--- src/rtl/fwd_hazard_ctrl_pkg.sv ---
// Shared types and constants for the EX-stage forwarding / load-use hazard controller.
// Forward-select codes, the shadow-stage record and its bubble value.
package fwd_hazard_ctrl_pkg;

  localparam int REG_W = 5;

  localparam logic [1:0] FWD_REG = 2'b00;
  localparam logic [1:0] FWD_WB  = 2'b01;
  localparam logic [1:0] FWD_MEM = 2'b10;

  typedef struct packed {
    logic [REG_W-1:0] rs1;
    logic [REG_W-1:0] rs2;
    logic [REG_W-1:0] rd;
    logic             regwrite;
    logic             memread;
  } stage_t;

  localparam stage_t BUBBLE = '0;

  // A stage supplies a value for rs only if it really writes a non-x0 register equal to rs.
  function automatic logic writes_reg(input logic wr, input logic [REG_W-1:0] rd,
                                      input logic [REG_W-1:0] rs);
    return wr && (rd != '0) && (rd == rs);
  endfunction

endpackage

--- src/rtl/fwd_hazard_ctrl_if.sv ---
// ID-stage request and hazard/forwarding response bundle between the pipeline and the controller.
// The pipeline side is the master; the controller is the slave.
interface fwd_hazard_ctrl_if #(
  parameter int REG_ADDR_W = 5,
  parameter int CNT_W      = 32
);
  logic                  id_valid_i;
  logic [REG_ADDR_W-1:0] id_rs1_i;
  logic [REG_ADDR_W-1:0] id_rs2_i;
  logic [REG_ADDR_W-1:0] id_rd_i;
  logic                  id_regwrite_i;
  logic                  id_memread_i;
  logic                  flush_i;
  logic [1:0]            forward_a_o;
  logic [1:0]            forward_b_o;
  logic                  stall_o;
  logic                  pc_write_o;
  logic [CNT_W-1:0]      stall_cnt_o;

  modport master (
    output id_valid_i, id_rs1_i, id_rs2_i, id_rd_i, id_regwrite_i, id_memread_i, flush_i,
    input  forward_a_o, forward_b_o, stall_o, pc_write_o, stall_cnt_o
  );

  modport slave (
    input  id_valid_i, id_rs1_i, id_rs2_i, id_rd_i, id_regwrite_i, id_memread_i, flush_i,
    output forward_a_o, forward_b_o, stall_o, pc_write_o, stall_cnt_o
  );

endinterface

--- src/rtl/fwd_hazard_ctrl_fwd_sel.sv ---
// Per-operand forward select: compares one EX source against the EX/MEM and MEM/WB writers.
// EX/MEM is checked last so the youngest producer overrides an older one.
module fwd_hazard_ctrl_fwd_sel
  import fwd_hazard_ctrl_pkg::*;
#(
  parameter int REG_ADDR_W = REG_W
) (
  input  logic [REG_ADDR_W-1:0] i_rs,
  input  logic                  i_exmem_wr,
  input  logic [REG_ADDR_W-1:0] i_exmem_rd,
  input  logic                  i_memwb_wr,
  input  logic [REG_ADDR_W-1:0] i_memwb_rd,
  output logic [1:0]            o_sel
);

  always_comb begin
    o_sel = FWD_REG;
    if (writes_reg(i_memwb_wr, i_memwb_rd, i_rs)) o_sel = FWD_WB;
    if (writes_reg(i_exmem_wr, i_exmem_rd, i_rs)) o_sel = FWD_MEM;
  end

endmodule

--- src/rtl/fwd_hazard_ctrl.sv ---
// Operand-forwarding and load-use hazard controller for a 5-stage pipeline.
// Shadows rs/rd/regwrite/memread through ID/EX, EX/MEM and MEM/WB and counts stall cycles.
module fwd_hazard_ctrl
  import fwd_hazard_ctrl_pkg::*;
#(
  parameter int REG_ADDR_W = REG_W,  // must match REG_W, the width of the stage record
  parameter int CNT_W      = 32
) (
  input  logic               clk_i,
  input  logic               rst_i,
  fwd_hazard_ctrl_if.slave   ctrl
);

  stage_t           r_idex;
  stage_t           r_exmem;
  stage_t           r_memwb;
  logic [CNT_W-1:0] r_stall_cnt;

  stage_t           w_idex_nxt;
  logic             w_stall;
  logic [1:0]       w_fwd_a;
  logic [1:0]       w_fwd_b;
  logic             w_unused_memwb;

  // Flush overrides the hazard: a squashed instruction cannot stall.
  assign w_stall = ctrl.id_valid_i && !ctrl.flush_i && r_idex.memread &&
                   (r_idex.rd != '0) &&
                   ((r_idex.rd == ctrl.id_rs1_i) || (r_idex.rd == ctrl.id_rs2_i));

  always_comb begin
    w_idex_nxt = BUBBLE;
    if (ctrl.id_valid_i && !w_stall && !ctrl.flush_i) begin
      w_idex_nxt.rs1      = ctrl.id_rs1_i;
      w_idex_nxt.rs2      = ctrl.id_rs2_i;
      w_idex_nxt.rd       = ctrl.id_rd_i;
      w_idex_nxt.regwrite = ctrl.id_regwrite_i;
      w_idex_nxt.memread  = ctrl.id_memread_i;
    end
  end

  always_ff @(posedge clk_i or posedge rst_i) begin
    if (rst_i) begin
      r_idex      <= BUBBLE;
      r_exmem     <= BUBBLE;
      r_memwb     <= BUBBLE;
      r_stall_cnt <= '0;
    end else begin
      r_idex  <= w_idex_nxt;
      r_exmem <= r_idex;
      r_memwb <= r_exmem;
      if (w_stall && (r_stall_cnt != {CNT_W{1'b1}})) begin
        r_stall_cnt <= r_stall_cnt + 1'b1;
      end
    end
  end

  fwd_hazard_ctrl_fwd_sel #(.REG_ADDR_W(REG_ADDR_W)) u_fwd_a (
    .i_rs       (r_idex.rs1),
    .i_exmem_wr (r_exmem.regwrite),
    .i_exmem_rd (r_exmem.rd),
    .i_memwb_wr (r_memwb.regwrite),
    .i_memwb_rd (r_memwb.rd),
    .o_sel      (w_fwd_a)
  );

  fwd_hazard_ctrl_fwd_sel #(.REG_ADDR_W(REG_ADDR_W)) u_fwd_b (
    .i_rs       (r_idex.rs2),
    .i_exmem_wr (r_exmem.regwrite),
    .i_exmem_rd (r_exmem.rd),
    .i_memwb_wr (r_memwb.regwrite),
    .i_memwb_rd (r_memwb.rd),
    .o_sel      (w_fwd_b)
  );

  // MEM/WB only ever supplies rd/regwrite; its source fields are carried for debug visibility.
  assign w_unused_memwb = ^{r_memwb.rs1, r_memwb.rs2, r_memwb.memread};

  assign ctrl.forward_a_o = w_fwd_a;
  assign ctrl.forward_b_o = w_fwd_b;
  assign ctrl.stall_o     = w_stall;
  assign ctrl.pc_write_o  = !w_stall;
  assign ctrl.stall_cnt_o = r_stall_cnt;

endmodule

--- src/flat_wrapper.sv ---
// flat-port wrapper written by rule: the top's interface ports become plain ports
module fwd_hazard_ctrl_flat import fwd_hazard_ctrl_pkg::*;
#(
  parameter int REG_ADDR_W = REG_W,                                                    
  parameter int CNT_W      = 32
)
  (clk_i, rst_i, ctrl_id_valid_i, ctrl_id_rs1_i, ctrl_id_rs2_i, ctrl_id_rd_i, ctrl_id_regwrite_i, ctrl_id_memread_i, ctrl_flush_i, ctrl_forward_a_o, ctrl_forward_b_o, ctrl_stall_o, ctrl_pc_write_o, ctrl_stall_cnt_o);
  fwd_hazard_ctrl_if #(.REG_ADDR_W(REG_ADDR_W), .CNT_W(CNT_W)) ctrl_i ();
  input  logic clk_i;
  input  logic rst_i;
  input wire logic [$bits(ctrl_i.id_valid_i)-1:0] ctrl_id_valid_i;
  input wire logic [$bits(ctrl_i.id_rs1_i)-1:0] ctrl_id_rs1_i;
  input wire logic [$bits(ctrl_i.id_rs2_i)-1:0] ctrl_id_rs2_i;
  input wire logic [$bits(ctrl_i.id_rd_i)-1:0] ctrl_id_rd_i;
  input wire logic [$bits(ctrl_i.id_regwrite_i)-1:0] ctrl_id_regwrite_i;
  input wire logic [$bits(ctrl_i.id_memread_i)-1:0] ctrl_id_memread_i;
  input wire logic [$bits(ctrl_i.flush_i)-1:0] ctrl_flush_i;
  output wire logic [$bits(ctrl_i.forward_a_o)-1:0] ctrl_forward_a_o;
  output wire logic [$bits(ctrl_i.forward_b_o)-1:0] ctrl_forward_b_o;
  output wire logic [$bits(ctrl_i.stall_o)-1:0] ctrl_stall_o;
  output wire logic [$bits(ctrl_i.pc_write_o)-1:0] ctrl_pc_write_o;
  output wire logic [$bits(ctrl_i.stall_cnt_o)-1:0] ctrl_stall_cnt_o;
  assign ctrl_i.id_valid_i = ctrl_id_valid_i;
  assign ctrl_i.id_rs1_i = ctrl_id_rs1_i;
  assign ctrl_i.id_rs2_i = ctrl_id_rs2_i;
  assign ctrl_i.id_rd_i = ctrl_id_rd_i;
  assign ctrl_i.id_regwrite_i = ctrl_id_regwrite_i;
  assign ctrl_i.id_memread_i = ctrl_id_memread_i;
  assign ctrl_i.flush_i = ctrl_flush_i;
  assign ctrl_forward_a_o = ctrl_i.forward_a_o;
  assign ctrl_forward_b_o = ctrl_i.forward_b_o;
  assign ctrl_stall_o = ctrl_i.stall_o;
  assign ctrl_pc_write_o = ctrl_i.pc_write_o;
  assign ctrl_stall_cnt_o = ctrl_i.stall_cnt_o;
  fwd_hazard_ctrl #(.REG_ADDR_W(REG_ADDR_W), .CNT_W(CNT_W)) u_core (.clk_i(clk_i), .rst_i(rst_i), .ctrl(ctrl_i));
endmodule
--- config.mk ---
export PLATFORM = sky130hd
export DESIGN_NAME = fwd_hazard_ctrl_flat
export DESIGN_NICKNAME = d
export VERILOG_FILES = /design/src/rtl/fwd_hazard_ctrl_pkg.sv /design/src/rtl/fwd_hazard_ctrl_if.sv /design/src/rtl/fwd_hazard_ctrl_fwd_sel.sv /design/src/rtl/fwd_hazard_ctrl.sv /design/src/flat_wrapper.sv
export SDC_FILE = /design/constraint.sdc
export NUM_CORES = 1
export LEC_CHECK = 0
export CAP_MARGIN = 30
export CORE_UTILIZATION = 45
export DETAILED_ROUTE_END_ITERATION = 10
export GPL_ROUTABILITY_DRIVEN = 0
export GPL_TIMING_DRIVEN = 0
export PLACE_DENSITY_LB_ADDON = 0.12
export SLEW_MARGIN = 0
export SYNTH_ARGS = -nofsm -noshare
export SYNTH_HDL_FRONTEND = slang
export SYNTH_SLANG_ARGS = --single-unit
--- constraint.sdc ---
create_clock -name clk_i -period 2.12 [get_ports clk_i]
set_clock_uncertainty 0.05 [all_clocks]
set_input_delay 0.424 -clock clk_i [delete_from_list [all_inputs] [get_ports clk_i]]
set_output_delay 0.424 -clock clk_i [all_outputs]
set_load 0.01 [all_outputs]
==> Yosys cells after proc, flatten, opt, wreduce, memory -nomap -nowiden <==
Cells that the tools add are included.
{ "word_totals": {"regBits": 61, "latchBits": 0, "ram_bits": 0, "romBits": 0, "in_bits": 21, "wordCells": 42, "mem_count": 0} }
{ "classes": {"n_addsub": 1, "mul": 0, "div": 0, "n_lt_le_gt_ge": 0, "n_eq_ne": 7, "shifts": 0, "mux": 5, "bitwise": 0, "n_reduce_logical": 19} }
{ "op_table": {"columns": ["operator", "n"], "rows": [
  ["$add A32 B1 Y32 const B", 1],
  ["$ne A32 B32 Y1 const B", 1],
  ["$eq A5 B5 Y1", 6],
  ["$mux W17", 1],
  ["$reduce_bool A5 Y1", 3],
  ["$logic_and A1 B1 Y1", 13],
  ["$mux W2", 2],
  ["$logic_not A1 Y1", 2],
  ["$mux W1", 2],
  ["$logic_or A1 B1 Y1", 1]
]} }

==> Depth between registers and ports, before layout <==
Gate-level depths: netlist (run 1).
{ "depth": {"depth_word": 9, "ltp_mapped": 9, "depth_no_buf": 7} }

==> Cells and area by module <==
From an unflattened synthesis (run 1), not the netlist that was laid out.
{ "hier_totals": {"hier_cells": 263, "hier_area_um2": 2901.5} }
{ "modules_own_cells": {"columns": ["module", "n_inst", "cells_per_inst", "area_each_um2"], "rows": [
  ["fwd_hazard_ctrl", 1, 223, 2598.7],
  ["fwd_hazard_ctrl_fwd_sel", 2, 20, 151.4]
]} }

==> Worst setup path before layout (run 1) <==
OpenSTA, ideal clock, no wires.
{ "synth_timing": {"path_type": "register to register", "startpoint": "register u_core.r_stall_cnt[2], in the netlist u_core.ctrl.stall_cnt_o[2]", "endpoint": "register u_core.r_stall_cnt[27], in the netlist u_core.ctrl.stall_cnt_o[27]", "setup_ns": 0.126, "t_arrival_ns": 1.997, "required_ns": 1.944, "path_slack_ns": -0.053, "stages_incl_launch_ff": 8, "synth_period_minus_slack_ns": 2.173, "cell_sequence": "dfrtp_1 > nand4_2 > or4_1 > buf_2 > a311o_1 > nor2_2 > nand4_1 > xnor2_1"} }
{ "synth_via": {"elab_chain_cells": 2, "word_cells_on_any_way": 3, "cone_classes": "add/sub: 1; eq/ne: 1; reduce/logical: 1"} }
{ "synth_rtl": {"columns": ["element", "line", "text"], "rows": [
  ["start, declared", "fwd_hazard_ctrl.sv:17", "logic [CNT_W-1:0] r_stall_cnt;"],
  ["start signal, assigned", "fwd_hazard_ctrl.sv:52", "r_stall_cnt <= r_stall_cnt + 1'b1;"],
  ["branches (longest 2 deep; another with $add A32 B1 Y32)", null, null]
]} }
Parallel ways; which one is timed is not known.
A chain may end at the register's enable or synchronous reset.

==> Final worst setup path (run 1) <==
{ "layout_timing": {"startpoint": "register u_core.r_memwb[5] (netlist name)", "endpoint": "output ctrl_forward_b_o[0]"} }
{ "layout_via": {"elab_chain_cells": 5, "word_cells_on_any_way": 6, "cone_classes": "eq/ne: 1; mux: 2; reduce/logical: 3"} }
{ "layout_rtl": {"columns": ["element", "line", "text"], "rows": [
  ["start, declared", "fwd_hazard_ctrl.sv:16", "stage_t r_memwb;"],
  ["start signal, assigned", "fwd_hazard_ctrl.sv:50", "r_memwb <= r_exmem;"],
  ["$reduce_bool A5 Y1", "fwd_hazard_ctrl_pkg.sv:24", "return wr && (rd != '0) && (rd == rs);"],
  ["$logic_and A1 B1 Y1", "fwd_hazard_ctrl_pkg.sv:24", null],
  ["$logic_and A1 B1 Y1 *", "fwd_hazard_ctrl_pkg.sv:24", null],
  ["$mux W1 *", "fwd_hazard_ctrl_fwd_sel.sv:18", "if (writes_reg(i_memwb_wr, i_memwb_rd, i_rs)) o_sel = FWD_WB;"],
  ["$mux W2 *", "fwd_hazard_ctrl_fwd_sel.sv:19", "if (writes_reg(i_exmem_wr, i_exmem_rd, i_rs)) o_sel = FWD_MEM;"],
  ["end, declared", "flat_wrapper.sv:19", "output wire logic [$bits(ctrl_i.forward_b_o)-1:0] ctrl_forward_b_o;"]
]} }
Every way passes the cells marked *; elsewhere a longest branch is shown, timed or not.

==> flow_summary.ini, run 1 <==
[outcome]
outcome = finished, violations left
violations = negative setup slack

[routing]
vias = 2281
wl_met3_um = 290
viasPerCell = 5.18
wl_per_cell_um = 15.9
drt_iter0_markers = 89
drc_errors = 0
routed-wl-met2_um = 3390
highest_layer = met4
dr.pass1.iters = 5
totalWireLength_um = 6980
drt-met1-wl_um = 3170
ant_nets = 0

[logic_synthesis]
synth-edff-count = 0
synth_ff_type = dfrtp_1
syn_avg_cell_area_um2 = 11.2
yosysMostFrequentCell = dfrtp_1
yosysSeqAreaShare_pct = 54.0
syn_area_mm2 = 0.00283
synth_cell_types = 32
synth_area_leaders = dfrtp_1 (54%), xor2_1 (12%), xnor2_1 (6.5%)
synth-seq-cells = 61
yosys.area.top_type = dfrtp_1
syn_nets = 275
synthArstFlopShare_pct = 100
netlist_instances = 253
ys_top_cells_by_count = dfrtp_1 (61), xor2_1 (38), xnor2_1 (21), nand2_1 (18), and2_1 (17)
synth_top_area_share_pct = 54.0
ys_warn_count = 0

[grt]
overflow = 0
antenna_found_initial = 0
track_usage_pct = 21.2
grt_first_pass_wirelength_um = 10300
grt_max_degree = 45
grt_pass1_vias = 2155

[sta]
timing.fmax_mhz = 419
report.final.slew_viol_count = 0
holdWs_ns = 0.314
slew_headroom_pct = 66.9
timing.final.crit_share_pct = 113
setup_violations = 22
hold_viol_final = 0
min_period_ns = 2.39
tightest_slew_ns = 0.493
fin_ws_ns = -0.268
rsz0062_at_grt = true

[clocking]
clockBufferDepth = 2
clock_latency_ns = 0.34
cts-root-buf = clkbuf_8
cts_tree = done
cts_sinks = 61
cts_hold_buf = 0
cts_buffers = 9
clk_pin_slew_ns = 0.06
cts-htree-levels = 3

[worst_setup_path]
worstRegToRegCells = 10
worstPathMaxFanout = 2
critical_path_required_ns = 1.65
critical_path_arrival_ns = 1.91
setup.worst_path.end_class = output port
critPathKind = reg2out
start_kind = flop

[finish]
diodes = 0
fillerInstances = 400
layout-drive-gt1-share_pct = 36.2
syn_to_final_growth_pct = 56.3
nNetsFinal = 383

[placed_design]
pre_cts_ws_ns = -1.11
dp_hpwl_um = 4140
port_buffers = 58

[floorplan]
die_y_um = 81.3
core_area_mm2 = 0.00599
rows = 28
dieWidth_um = 81.3
io_pins = 59
fp.dieArea_mm2 = 0.00660
start_util_pct = 47.2

[power_and_ir_drop]
p_per_area_mw_per_mm2 = 529
leakagePower_nw = 2.07
ir_worst_vdd_mv = 0.372

[run]
maxCapViolations = 0

[min_path]
whs_path_depth = 0
min_path_type = reg2reg
## state kept, by name, summed over array words and instances (netlist names)
register,cells
u_core.ctrl.stall_cnt_o,32
u_core.r_exmem,6
u_core.r_idex,17
u_core.r_memwb,6
## area by class of cell
class	instances	area, µm²	share of cell area (%)
inverter	8	30.0	0.679
sequential	61	1530	34.7
clock buffer	14	173	3.91
timing repair buffer	100	967	21.9
buffer	3	33.8	0.764
clock inverter	1	5.00	0.113
multi-input combinational	178	1580	35.8
tap	75	93.8	2.12
## critical path: stages, from the launching register on
cell,delay (ns)
dfrtp_1,0.38
buf_6,0.12
xor2_1,0.13
or4_1,0.53
nor4_2,0.26
buf_2,0.16
## layer usage
layer,vias to the layer above,track usage [%]
met2,64,31.8
met1,1116,29.4
met4,0,8.75
met3,13,5.06
li1,1088,-
met5,-,0
## worst paths after layout
path                                         from                           to  slack [ns]
worst min register to register   u_core.r_idex[1]            u_core.r_exmem[1]        0.31
worst max register to register   u_core.r_idex[4]  u_core.ctrl.stall_cnt_o[24]       -0.12
min in group asynchronous                   rst_i  u_core.ctrl.stall_cnt_o[26]        0.34
max in group asynchronous                   rst_i            u_core.r_exmem[2]        1.10
worst min-delay path             u_core.r_idex[1]            u_core.r_exmem[1]        0.31
worst max-delay path            u_core.r_memwb[5]          ctrl_forward_b_o[0]       -0.27
## stage by stage
| step | power, mW | instances | cell area (µm²) | util (%) | setup TNS (ns) |
|---|---|---|---|---|---|
| after floorplan | 1.31 | 253 | 2860 | - | -0.0410 |
| after global placement | 1.37 | 386 | 3540 | 59.1 | -81.29 |
| after detailed placement | 1.38 | 387 | 3560 | 59.4 | -26.71 |
| after CTS | 2.34 | 431 | 4070 | 67.9 | -1.08 |
| after global routing | 2.43 | 440 | 4420 | 73.8 | -4.56 |
| final | 2.34 | 440 | 4420 | 73.8 | -1.59 |
## where the power goes
part	internal (mW)	switching [mW]
logic	0.111	0.0890
registers	1.19	0.0238
clock network	0.512	0.417
## kinds of logic after synthesis
group                      synth area share (%)
buffers and inverters                      2.04
AOI/OAI and AO/OA                          1.50
DFF                                        54.0
and+or+nand+nor                            22.6
muxes                                      1.19
xor gates and xnor gates                   18.3
adders and majority gates                 0.442
## placed cells by master, fill, tap and decap left out, types with 9 or more instances in the layout
master	netlist	layout
dfrtp_1	61	55
clkdlybuf4s50_1	0	50
xor2_1	38	37
buf_4	0	27
xnor2_1	21	19
buf_6	0	17
nand2_1	18	15
clkbuf_8	0	12
nor2_1	12	10
nand4_1	10	10
and2_4	0	10
nand3_1	11	9
## what timing repair did
action,4_1_cts,5_1_grt
gates resized for setup,58,65
pin swaps,20,33
setup endpoints to repair,52,40
setup buffers,31,9
gates cloned,0,2
Note: power is estimated with default switching activity, not from simulation.
==> run 2, diff against run 1 <==
--- a/config.mk
+++ b/config.mk
@@ -10,8 +10,9 @@
 export DETAILED_ROUTE_END_ITERATION = 10
 export GPL_ROUTABILITY_DRIVEN = 0
 export GPL_TIMING_DRIVEN = 0
-export PLACE_DENSITY_LB_ADDON = 0.12
+export PLACE_DENSITY = 0.84
 export SLEW_MARGIN = 0
 export SYNTH_ARGS = -nofsm -noshare
 export SYNTH_HDL_FRONTEND = slang
+export SYNTH_HIERARCHICAL = 1
 export SYNTH_SLANG_ARGS = --single-unit
==> flow_summary.ini, run 2 <==
[sta]
tightest_slew_ns = 0.699
holdWs_ns = 0.289
hold_viol_final = 0
report.final.slew_viol_count = 0
min_period_ns = 2.30
setup_violations = 15
timing.final.crit_share_pct = 109
rsz0062_at_grt = true
tns_ns = -1.66
timing.fmax_mhz = 434
fin_ws_ns = -0.183
slew_headroom_pct = 53.3

[clocking]
cts_buffers = 9
cts_tree = done
clk_pin_slew_ns = 0.06
clock_latency_ns = 0.33
cts-root-buf = clkbuf_8
clockBufferDepth = 2
cts_hold_buf = 0
cts-htree-levels = 3
cts_sinks = 61

[finish]
utilization_pct = 69.0
final_area_mm2 = 0.00418
syn_to_final_growth_pct = 44.0
nNetsFinal = 385
final_common_cell = dfrtp_1
fin_cells = 442
final_cell_mix = dfrtp_1 (50), clkdlybuf4s50_1 (42), xor2_1 (27), buf_4 (26), xnor2_1 (26)
diodes = 0
largest_reg_flops = 32
layout-drive-gt1-share_pct = 27.5

[grt]
track_usage_pct = 21.2
grt_max_degree = 34
antenna_found_initial = 0
overflow = 0
grt_pass1_vias = 2183
grt_first_pass_wirelength_um = 10500

[worst_setup_path]
crit_family = flip-flops
rr_startpoint = u_core/r_idex[6]
worstRegToRegCells = 11
cpPeakStageDelay_ns = 0.46
cp-endpoint = ctrl_pc_write_o
r2r_slack_ns = -0.18
cp.depth = 8
crit_top_cell = buf_6
worstPathMaxFanout = 7
start_kind = flop
cp_slowest_cell = dfrtp_2
path_buf_inv = 4
crit_path_cell_trace = xnor2_2, nand3_1, o22ai_2, and2_1, buf_6, inv_8, buf_8, buf_6
r2r_end = u_core/ctrl.stall_cnt_o[5]
crit_start = u_core/r_idex[6]
critical_path_arrival_ns = 1.83
setup.worst_path.end_class = output port
critical_path_required_ns = 1.65
critPathKind = reg2out

[routing]
dr.pass1.iters = 4
viasPerCell = 5.31
vias = 2348
drc_errors = 0
wl_per_cell_um = 15.6
totalWireLength_um = 6880
ant_nets = 0
drt_iter0_markers = 153

[power_and_ir_drop]
finalPower_mw = 2.27
ir_worst_vdd_mv = 0.333
swShare_pct = 23.4
seq_power_share_pct = 53.7
switchingPower_uw = 531
p_per_area_mw_per_mm2 = 543
p_int_mw = 1.74
clkPwrFrac_pct = 38.0
leakagePower_nw = 1.89
combPwrFrac_pct = 8.3

[floorplan]
core_area_mm2 = 0.00606
die_y_um = 82.3
io_pins = 59
rows = 28
dieWidth_um = 82.3
start_util_pct = 47.9
fp.dieArea_mm2 = 0.00677

[run]
maxCapViolations = 0

[logic_synthesis]
syn_area_mm2 = 0.00290
netlist_instances = 263
ys_warn_count = 6
synth_ff_type = dfrtp_1
syn_avg_cell_area_um2 = 11.0
ys_top_cells_by_count = dfrtp_1 (61), xnor2_1 (30), xor2_1 (27), nand2_1 (20), nor3_1 (20)
synth-seq-cells = 61
synth_area_leaders = dfrtp_1 (53%), xnor2_1 (9.1%), xor2_1 (8.2%)
yosys.area.top_type = dfrtp_1
synth_cell_types = 34
yosysSeqAreaShare_pct = 52.6
synth_top_area_share_pct = 52.6
synthArstFlopShare_pct = 100
yosysMostFrequentCell = dfrtp_1
syn_nets = 285
synth-edff-count = 0

[placed_design]
pre_cts_ws_ns = -0.905
port_buffers = 58
placed_area_mm2 = 0.00360
dp_hpwl_um = 4490
placed_cells = 397

[min_path]
whs_path_depth = 0
min_path_type = reg2reg

[outcome]
violations = negative setup slack
outcome = finished, violations left
run 2: how the worst min path moves through the flow:
stage / end / from / slack, ns
after global routing: u_core/r_exmem[1] / u_core/r_idex[1] / 0.30
after global placement: u_core/r_exmem[1] / u_core/r_idex[1] / 0.29
final: u_core/r_exmem[1] / u_core/r_idex[1] / 0.29
after CTS: u_core/r_exmem[1] / u_core/r_idex[1] / 0.29
after detailed placement: u_core/r_exmem[1] / u_core/r_idex[1] / 0.28
after floorplan: u_core/r_exmem[1] / u_core/r_idex[1] / 0.28
run 2: kinds of logic after synthesis:
kind of cell | Yosys count | share of synthesized area, %
simple gates | 122 | 24.2
flops | 61 | 52.6
xor+xnor | 57 | 17.2
buf+inv | 11 | 1.55
compound gates | 10 | 3.62
mux | 1 | 0.388
fa+ha+maj | 1 | 0.431
run 2: per-layer routing:
layer	vias up	share of wire, %	GRT usage [%]
met5	-	0	0
met4	0	1.9	8.95
met3	12	4.7	5.49
met2	75	51	33.1
met1	1155	43	27.7
li1	1106	-	-
run 2: repair_timing:
action	4_1_cts	5_1_grt
buffers inserted	16	14
gates resized for setup	59	32
pin swaps	12	21
hold endpoints to repair	0	0
setup endpoints to repair	43	37
run 2: area by class of cell:
type / instances / area, µm²
clock inverters: 2 / 10.0
plain buffers: 4 / 45.0
well taps: 75 / 93.8
repair buffers: 89 / 811
flip-flops and latches: 61 / 1540
inverters: 7 / 33.8
clock buffers: 13 / 149
fillers: 431 / 1880
multi-input cells: 191 / 1500
run 2: power groups by stage:
stage	combinational (mW)	sequential [mW]	clock, mW
after detailed placement	0.160	1.24	0
after floorplan	0.0908	1.23	0
after global routing	0.206	1.22	0.932
final	0.189	1.22	0.862
after global placement	0.153	1.24	0
after CTS	0.172	1.22	0.877
==> run 3, diff against run 2 <==
--- a/config.mk
+++ b/config.mk
@@ -5,7 +5,6 @@
 export SDC_FILE = /design/constraint.sdc
 export NUM_CORES = 1
 export LEC_CHECK = 0
-export CAP_MARGIN = 30
 export CORE_UTILIZATION = 45
 export DETAILED_ROUTE_END_ITERATION = 10
 export GPL_ROUTABILITY_DRIVEN = 0
==> flow_summary.ini, run 3 (same netlist as run 2, synthesis figures left out) <==
[placed_design]
dp_hpwl_um = 4490
port_buffers = 58
placed_cells = 397
placed_area_mm2 = 0.00360

[grt]
antenna_found_initial = 0
track_usage_pct = 21.2
overflow = 0
grt_first_pass_wirelength_um = 10500
grt_max_degree = 34
grt_pass1_vias = 2183

[routing]
highest_layer = met4
viasPerCell = 5.31
totalWireLength_um = 6880
wl_per_cell_um = 15.6
vias = 2348
drc_errors = 0
drt-met1-wl_um = 2950
ant_nets = 0
routed-wl-met2_um = 3480
dr.pass1.iters = 4
drt_iter0_markers = 153
wl_met3_um = 325

[sta]
tightest_slew_ns = 0.699
timing.fmax_mhz = 434
slew_headroom_pct = 53.3
tns_ns = -1.66
timing.final.crit_share_pct = 109
min_period_ns = 2.30
rsz0062_at_grt = true
setup_violations = 15
report.final.slew_viol_count = 0
fin_ws_ns = -0.183
hold_viol_final = 0

[floorplan]
fp.dieArea_mm2 = 0.00677
core_area_mm2 = 0.00606
rows = 28
dieWidth_um = 82.3
start_util_pct = 47.9
die_y_um = 82.3
io_pins = 59

[power_and_ir_drop]
ir_worst_vdd_mv = 0.333
leakagePower_nw = 1.89
p_per_area_mw_per_mm2 = 543

[clocking]
clk_pin_slew_ns = 0.06
clockBufferDepth = 2
clock_latency_ns = 0.33
cts_sinks = 61
cts-htree-levels = 3
cts_tree = done
cts_buffers = 9
cts_hold_buf = 0
cts-root-buf = clkbuf_8

[worst_setup_path]
start_kind = flop
worstRegToRegCells = 11
r2r_end = u_core/ctrl.stall_cnt_o[5]
r2r_slack_ns = -0.18
setup.worst_path.end_class = output port
critPathKind = reg2out
worstPathMaxFanout = 7
cpPeakStageDelay_ns = 0.46
critical_path_required_ns = 1.65
crit_path_cell_trace = xnor2_2, nand3_1, o22ai_2, and2_1, buf_6, inv_8, buf_8, buf_6
rr_startpoint = u_core/r_idex[6]
crit_family = flip-flops
cp_slowest_cell = dfrtp_2
path_buf_inv = 4
crit_top_cell = buf_6
critical_path_arrival_ns = 1.83

[finish]
final_cell_mix = dfrtp_1 (50), clkdlybuf4s50_1 (42), xor2_1 (27), buf_4 (26), xnor2_1 (26)
diodes = 0
layout-drive-gt1-share_pct = 27.5
nNetsFinal = 385
largest_reg_flops = 32
syn_to_final_growth_pct = 44.0
final_common_cell = dfrtp_1
final_area_mm2 = 0.00418
fin_cells = 442

[min_path]
holdPathEnd = u_core/r_exmem[1]
min_path_type = reg2reg
hold_start = u_core/r_idex[1]
whs_path_depth = 0

[outcome]
violations = negative setup slack
outcome = finished, violations left

[run]
maxCapViolations = 0
run 3: cell counts in the layout (fill, tap and decap cells not counted):
Identical to the previous run, type by type.
run 3: worst max-delay path by stage:
stage                                        to  cells after the start  slack [ns]                        from
floorplan           u_core/ctrl.stall_cnt_o[10]                      6        0.09  u_core/ctrl.stall_cnt_o[3]
global placement               u_core/r_idex[0]                      2       -0.89                       rst_i
detailed placement              ctrl_pc_write_o                      9       -0.91            ctrl_id_rs2_i[2]
CTS                             ctrl_pc_write_o                      8       -0.15            u_core/r_idex[4]
global route                    ctrl_pc_write_o                      8       -0.27            u_core/r_idex[6]
finish                          ctrl_pc_write_o                      8       -0.18            u_core/r_idex[6]
run 3: metal layers:
layer	vias up	global-route usage (%)
li1	1106	-
met1	1155	27.7
met2	75	33.1
met3	12	5.49
met4	0	8.95
met5	-	0
run 3: stage by stage:
stage                     setup slack (ns)  power, mW  utilization, %  hold WS, ns
final                               -0.183       2.27            69.0        0.289
after global routing                -0.267       2.36            69.0        0.303
after CTS                           -0.148       2.26            65.0        0.293
after detailed placement            -0.905       1.40            59.3        0.285
after global placement              -0.891       1.39            59.0        0.288
after floorplan                     0.0910       1.32               -        0.281
run 3: layout make-up:
class / count / area (µm²)
Multi-Input combinational cell: 191 / 1500
Buffer: 4 / 45.0
Sequential cell: 61 / 1540
Clock inverter: 2 / 10.0
Clock buffer: 13 / 149
Inverter: 7 / 33.8
Tap cell: 75 / 93.8
Fill cell: 431 / 1880
Timing Repair Buffer: 89 / 811
run 3: timing repair:
action / 4_1_cts / 5_1_grt
pin swaps: 12 / 21
setup endpoints to repair: 43 / 37
resized for setup: 59 / 32
setup buffers: 16 / 14
run 3: where the power goes:
part | leakage (nW) | switching (mW) | total (mW) | internal, mW
Sequential | 0.816 | 0.0315 | 1.22 | 1.19
Combinational | 0.986 | 0.0847 | 0.189 | 0.104
Clock | 0.0833 | 0.415 | 0.862 | 0.447
Total | 1.89 | 0.531 | 2.27 | 1.74
run 3: worst register-to-register path, delay by kind of cell, from the launching register on:
kind                      cells  cell delay, ns
buffers and inverters         5            0.63
DFF                           1            0.46
AOI/OAI and AO/OA             1            0.20
and+or+nand+nor               3            0.52
xor gates and xnor gates      2            0.37
